===== src/rtl/ledpwm_pkg.sv =====
// ============================================================================
//  Module      : ledpwm_pkg
//  Description : Shared defaults, per-LED setting type and gamma mapping for
//                the LED PWM driver (gamma used when LEDPWM_GAMMA_EN is set).
//  Revision    : 1.0 - initial release
// ============================================================================
`default_nettype none

package ledpwm_pkg;

    localparam int c_nled_default    = 8;
    localparam int c_lgpwm_default   = 8;
    localparam int c_lgblink_default = 24;

    // Level field is sized for the widest supported LGPWM; narrower builds
    // zero-extend into it.
    localparam int c_level_w = 16;

    typedef struct packed {
        logic [c_level_w-1:0] level;
        logic                 blink;
    } led_setting_t;

    function automatic logic [c_level_w-1:0] gamma_eff(
        input logic [c_level_w-1:0] level,
        input int                   lgpwm
    );
        logic [c_level_w-1:0] full;
        logic [c_level_w-1:0] eff;
        full = c_level_w'((32'd1 << lgpwm) - 32'd1);
        eff  = c_level_w'(((2*c_level_w)'(level) * (2*c_level_w)'(level)) >> lgpwm);
        if (level == full) begin
            eff = full;
        end else if ((level != '0) && (eff == '0)) begin
            eff = c_level_w'(1);
        end
        return eff;
    endfunction

endpackage

`default_nettype wire


===== src/rtl/ledpwm_channel.sv =====
// ============================================================================
//  Module      : ledpwm_channel
//  Description : One LED: pending/active settings, effective level, PWM
//                compare and blink gating. LEDPWM_GAMMA_EN selects gamma.
//  Revision    : 1.0 - initial release
// ============================================================================
`default_nettype none

module ledpwm_channel
    import ledpwm_pkg::*;
#(
    parameter int LGPWM = c_lgpwm_default
) (
    input  logic             i_clk,
    input  logic             i_reset_n,
    input  logic             i_wr,
    input  led_setting_t     i_setting,
    input  logic [LGPWM-1:0] i_pwm_cnt,
    input  logic             i_boundary,
    input  logic             i_blink_phase,
    output logic             o_led
);

    localparam logic [c_level_w-1:0] c_full = c_level_w'((32'd1 << LGPWM) - 32'd1);

    led_setting_t         r_pending;
    led_setting_t         r_active;
    logic                 r_led;
    logic [c_level_w-1:0] w_eff;
    logic                 w_duty;
    logic                 w_drive;

`ifdef LEDPWM_GAMMA_EN
    assign w_eff = gamma_eff(r_active.level, LGPWM);
`else
    assign w_eff = r_active.level;
`endif

    always_comb begin
        w_duty = 1'b0;
        if (w_eff == '0) begin
            w_duty = 1'b0;
        end else if (w_eff == c_full) begin
            w_duty = 1'b1;
        end else begin
            w_duty = (c_level_w'(i_pwm_cnt) < w_eff);
        end
    end

    assign w_drive = w_duty & (~r_active.blink | i_blink_phase);

    // Boundary load sees the pre-write pending value when both land together.
    always_ff @(posedge i_clk) begin
        if (!i_reset_n) begin
            r_pending <= '0;
            r_active  <= '0;
            r_led     <= 1'b0;
        end else begin
            if (i_wr) begin
                r_pending <= i_setting;
            end
            if (i_boundary) begin
                r_active <= r_pending;
            end
            r_led <= w_drive;
        end
    end

    assign o_led = r_led;

endmodule

`default_nettype wire


===== src/rtl/ledpwm_driver.sv =====
// ============================================================================
//  Module      : ledpwm_driver
//  Description : LED bank driver: shared PWM/blink counters, write decode and
//                per-LED channels. Define LEDPWM_GAMMA_EN for gamma brightness.
//  Revision    : 1.0 - initial release
// ============================================================================
`default_nettype none

module ledpwm_driver
    import ledpwm_pkg::*;
#(
    parameter int NLED    = c_nled_default,
    parameter int LGPWM   = c_lgpwm_default,
    parameter int LGBLINK = c_lgblink_default
) (
    input  logic                    i_clk,
    input  logic                    i_reset_n,
    input  logic                    i_wr,
    input  logic [$clog2(NLED)-1:0] i_led,
    input  logic [LGPWM-1:0]        i_level,
    input  logic                    i_blink,
    output logic                    o_ack,
    output logic [NLED-1:0]         o_leds
);

    logic [LGPWM-1:0]   r_pwm_cnt;
    logic [LGBLINK-1:0] r_blink_cnt;
    logic               r_ack;
    logic               w_boundary;
    led_setting_t       w_setting;

    assign w_boundary = &r_pwm_cnt;
    assign w_setting  = '{level: c_level_w'(i_level), blink: i_blink};

    // Out-of-range indices match no channel but are still acknowledged.
    always_ff @(posedge i_clk) begin
        if (!i_reset_n) begin
            r_pwm_cnt   <= '0;
            r_blink_cnt <= '0;
            r_ack       <= 1'b0;
        end else begin
            r_pwm_cnt   <= r_pwm_cnt + 1'b1;
            r_blink_cnt <= r_blink_cnt + 1'b1;
            r_ack       <= i_wr;
        end
    end

    assign o_ack = r_ack;

    for (genvar g = 0; g < NLED; g++) begin : g_chan
        logic w_sel;
        assign w_sel = i_wr && (32'(i_led) == 32'(g));

        ledpwm_channel #(
            .LGPWM (LGPWM)
        ) u_channel (
            .i_clk         (i_clk),
            .i_reset_n     (i_reset_n),
            .i_wr          (w_sel),
            .i_setting     (w_setting),
            .i_pwm_cnt     (r_pwm_cnt),
            .i_boundary    (w_boundary),
            .i_blink_phase (r_blink_cnt[LGBLINK-1]),
            .o_led         (o_leds[g])
        );
    end

endmodule

`default_nettype wire

===== config.mk =====
export PLATFORM = sky130hd
export DESIGN_NAME = ledpwm_driver
export DESIGN_NICKNAME = d
export VERILOG_FILES = /design/src/rtl/ledpwm_pkg.sv /design/src/rtl/ledpwm_channel.sv /design/src/rtl/ledpwm_driver.sv
export SDC_FILE = /design/constraint.sdc
export NUM_CORES = 1
export LEC_CHECK = 0
export BUFFER_PORTS_ARGS = -buffer_cell sky130_fd_sc_hd__buf_2
export CAP_MARGIN = 20
export CORE_MARGIN = 1.5
export CORE_UTILIZATION = 27
export DETAILED_ROUTE_END_ITERATION = 6
export GPL_TIMING_DRIVEN = 0
export HOLD_SLACK_MARGIN = 0.12
export PLACE_DENSITY = 0.52
export SYNTH_ARGS = -nofsm -noshare
export SYNTH_HDL_FRONTEND = slang
export SYNTH_SLANG_ARGS = --single-unit

===== constraint.sdc =====
create_clock -name i_clk -period 4.9 [get_ports i_clk]
set_clock_uncertainty 0.2 [all_clocks]
set_input_delay 0.245 -clock i_clk [delete_from_list [all_inputs] [get_ports i_clk]]
set_output_delay 0.245 -clock i_clk [all_outputs]
set_load 0.05 [all_outputs]

# Word level (Yosys, flattened, before mapping)
# Index checks and enable logic that the tools add are counted.
dict set report classes {
  n_addsub 2
  n_lt_le_gt_ge 8
  eq_ne 15
  mux 16
  n_bitwise 24
  n_reduce_logical 18
}
# op n
set ops {}
lappend ops {{$logic_not A16 Y1} 8}
lappend ops {{$eq A8 B8 Y1 const B} 8}
lappend ops {{$lt A8 B8 Y1} 8}
lappend ops {{$add A24 B1 Y24 const B} 1}
lappend ops {{$mux W1} 16}
lappend ops {{$eq A3 B3 Y1 const B} 4}
lappend ops {{$add A8 B1 Y8 const B} 1}
lappend ops {{$and A1 B1 Y1} 8}
lappend ops {{$logic_and A1 B1 Y1} 8}
lappend ops {{$not A1 Y1} 8}
lappend ops {{$or A1 B1 Y1} 8}
lappend ops {{$reduce_and A8 Y1} 1}
lappend ops {{$eq A3 B2 Y1 const B} 2}
lappend ops {{$eq A3 B1 Y1 const B} 1}
lappend ops {{$logic_not A3 Y1} 1}
dict set report totals {
  ff_bits 185
  in_bits 15
  elab_cells 126
}

# Depth between registers and ports, before layout
dict set report logic_depth {
  ltp_word 4
  mapped_depth 7
}

# Hierarchy
# From an unflattened synthesis, not the netlist that was laid out.
dict set report unflattened {
  hier_cells 1348
  area_unflattened_um2 13867.0
}
# module instances cells_per_inst area_per_inst_um2 seq_area_each_um2
set by_module_without_submodules {}
lappend by_module_without_submodules {ledpwm_channel 8 147 1549.0 700.7}
lappend by_module_without_submodules {ledpwm_driver 1 172 1475.2 660.6}

# Worst setup path before layout
# Ideal clock, no wire load.
dict set report synth_path {
  path_type {register to register}
  startpoint {reg r_blink_cnt[0]}
  endpoint {reg r_blink_cnt[22]}
  setup_time_ps 70
  arrival_ps 1900
  required_time_ps 4630
  setup_slack_ps 2731
  stages_incl_launch_ff 7
  path_cell_list {dfxtp_1 -> ha_1 -> nand2_1 -> or4_1 -> buf_2 -> or4_1 -> a21oi_1}
}
dict set report synth_between {
  elab_chain_len 1
}
# item line_no
set synth_rtl {}
lappend synth_rtl {{start, declared} ledpwm_driver.sv:27} ;# logic [LGBLINK-1:0] r_blink_cnt;
lappend synth_rtl {{start signal, assigned} ledpwm_driver.sv:43} ;# r_blink_cnt <= r_blink_cnt + 1'b1;
lappend synth_rtl {{$add A24 B1 Y24} ledpwm_driver.sv:43}
# No other way between the ends.
# A chain may end at the register's enable or synchronous reset.

# Final worst setup path
dict set report layout_path {
  startpoint {reg r_pwm_cnt[1]}
  endpoint {reg g_chan[0].u_channel.r_active[0] (netlist name)}
}
dict set report layout_between {
  elab_chain_len 1
}
# item line_no
set layout_rtl {}
lappend layout_rtl {{start, declared} ledpwm_driver.sv:26} ;# logic [LGPWM-1:0] r_pwm_cnt;
lappend layout_rtl {{start signal, assigned} ledpwm_driver.sv:42} ;# r_pwm_cnt <= r_pwm_cnt + 1'b1;
lappend layout_rtl {{$reduce_and A8 Y1} ledpwm_driver.sv:32} ;# assign w_boundary = &r_pwm_cnt;
lappend layout_rtl {{end signal, assigned} ledpwm_channel.sv:63} ;# r_active <= r_pending;
lappend layout_rtl {{end, declared} ledpwm_channel.sv:27} ;# led_setting_t r_active;
# No other way between the ends.

==> impl_metrics.tcl <==
set metrics [dict create \
    min_path_type "in -> reg" \
    dp_hpwl_um 15900 \
    cp_max_fo 10 \
    syn_to_final_growth_pct 14.4 \
    status "finished, final reports clean" \
    synth_seq_cells 185 \
    avgSynthCellArea_um2 7.78 \
    fin_ws_ns 1.68 \
    post-route-min-period_ns 3.22 \
    cp_top_family "simple AND/OR/NAND/NOR gates" \
    antenna_found_initial 0 \
    drt_iter0_markers 436 \
    grt_overflow 0 \
    fin_cells 1514 \
    dp.cells 1478 \
    setup_viol 0 \
    slowest_stage "dfxtp_1" \
    port_buffers 10 \
    cellLeakagePower_nw 3.25 \
    synth_nets 1145 \
    grt_pass1_wl_um 36300 \
    htreeDepth 4 \
    final_cell_mix "nand2_1, dfxtp_1, a21oi_1" \
    utilization_pct 31.3 \
    synth_ff_type "dfxtp_1" \
    power_density_mw_per_mm2 328 \
    cts.sink_count 185 \
    n_antenna_cell 0 \
    cts_tree "built" \
    numCtsBuffers 17 \
    dr.pass1.iters 4 \
    yosysTopAreaCellShare_pct 44.4 \
    setup-tns-final_ns 0 \
    worst_setup_path_end_kind "flop" \
    nets 1179 \
    fmax_mhz 311 \
    critPathKind "reg -> reg" \
    ys_async_sr_fraction_pct 0 \
    avgRoutedWirePerCell_um 15.4 \
    yosys-top-cells-area "dfxtp_1, nand2_1, a21oi_1" \
    cts_root_buffer "clkbuf_16" \
    row_count 64 \
    rsz0062_at_grt "no" \
    cp.arrival_ns 3.39 \
    ios 24 \
    final_antenna_net_count 0 \
    hold_buffers 4 \
    final-max-slew-violation-count 0 \
    crit_buf_inv 1 \
    coreArea_mm2 0.0305 \
    crit_chain "ha_1 > nand3_1 > nor2_1 > clkbuf_1 > nand2_1 > a21oi_1" \
    post_cts_resized 0 \
    yosysTopAreaCell "dfxtp_1" \
    slew_headroom_pct 29.6 \
    clk_latency_ns 0.44 \
    post_cts_buffers 0 \
    clk_pin_slew_ns 0.08 \
    synth.yosys.seq_area_share_pct 44.4 \
    clk_path_buf_depth 2 \
    preCtsSetupSlack_ns 1.72 \
    drv_cap 0 \
    critPathMaxStageDelay_ns 0.87 \
    grt_pass1_vias 6445 \
    postSynthCellCount 1072 \
    synth_edf_count 0 \
    grt_start_max_net_pins 19 \
    viasPerCell 4.72 \
    vias 7152 \
    hold_viol 0 \
    die-height_um 179 \
    final_common_cell "nand2_1" \
    drc 0 \
    ys_types 41 \
    grt_use_total_pct 15.2 \
    initial_core_util_pct 27.3 \
    die_w_um 179 \
    start_kind "flop" \
    worst_slew_pin_slew_ns 1.05 \
    cp_data_required_time_ns 5.07 \
    synth.cell_area_mm2 0.00834 \
    drive_gt1_share_pct 5.19 \
    power_w 0.00313 \
    ir_drop_v 0.000251 \
    finalWirelength_um 23400 \
    ys.warnings.count 0 \
    fin_crit_sh_pct 65.7 \
    die_area_mm2 0.0320 \
    gp_congestion 0.815 \
]
## final cells by class
class	instances	area (µm²)
fill	3297	21000
multi-input combinational	763	4140
sequential	185	3700
tap	396	495
clock buffer	17	425
buffer	60	264
inverter	64	240
clock inverter	14	181
timing repair buffer	15	97.6
## report_power, final
| part | switching (W) | internal [W] |
|---|---|---|
| logic | 0.0000999 | 0.0000445 |
| registers | 0.0000188 | 0.00152 |
| clock network | 0.000674 | 0.000776 |
## through the flow
| step | cell area [µm²] | hold slack (ns) |
|---|---|---|
| after global placement | 8890 | 0.240 |
| after CTS | 9540 | 0.127 |
| after global routing | 9540 | 0.144 |
| after detailed placement | 8890 | 0.242 |
| after floorplan | 8340 | 0.167 |
| final | 9540 | 0.155 |
## final timing paths
path / start / endpoint / slack (ns) / depth (start not counted)
min: i_level[1] / g_chan[4].u_channel.r_pending[2] / 0.16 / 3
max reg2reg: r_pwm_cnt[1] / g_chan[0].u_channel.r_active[0] / 1.68 / 6
min reg2reg: g_chan[6].u_channel.r_pending[3] / g_chan[6].u_channel.w_eff[2] / 0.25 / 2
max: r_pwm_cnt[1] / g_chan[0].u_channel.r_active[0] / 1.68 / 6
## logic make-up after synthesis
group                    Yosys count  synth area share, %
AO/OA/AOI/OAI                    228                 15.2
XOR/XNOR                          15                 1.57
AND/OR/NAND/NOR                  461                 24.0
buffers and inverters            124                 6.04
flip-flops                       185                 44.4
multiplexers                       1                0.120
adder cells (fa/ha/maj)           58                 8.70
## registers in the layout, indices dropped and copies added, names as in the netlist
name and count:
g_chan.u_channel.r_pending 72, g_chan.u_channel.w_eff 64, r_blink_cnt 24, g_chan.u_channel.o_led 8, g_chan.u_channel.r_active 8, r_pwm_cnt 8, o_ack 1
## per-layer routing
metal	routed length (µm)	share of wire, %	GRT usage [%]	up-vias
met1	12000	51	21.2	3344
met2	10300	44	23.7	92
met5	0	0	0	-
met4	350	1.5	4.62	0
met3	698	3.0	2.50	22
li1	-	-	-	3694
## worst register-to-register path: stages (launching register included)
cell and delay [ns]:
dfxtp_1 0.87, ha_1 0.39, nand3_1 0.13, nor2_1 0.76, clkbuf_1 0.54, nand2_1 0.13
a21oi_1 0.13
## synthesized netlist by cell type (5+ instances only)
master,n
a21o_1,8
a21oi_1,168
a221oi_1,6
buf_1,11
buf_4,8
clkbuf_1,39
dfxtp_1,185
ha_1,58
inv_1,62
nand2_1,308
nand2b_1,5
nand3_1,18
nand4_1,22
nor2_1,39
nor3_1,16
nor3b_1,6
nor4_1,21
o2111ai_1,6
o211a_1,6
o21ai_0,25
or3_1,8
xnor2_1,10
xor2_1,5
Note: power is estimated with default switching activity, not from simulation.
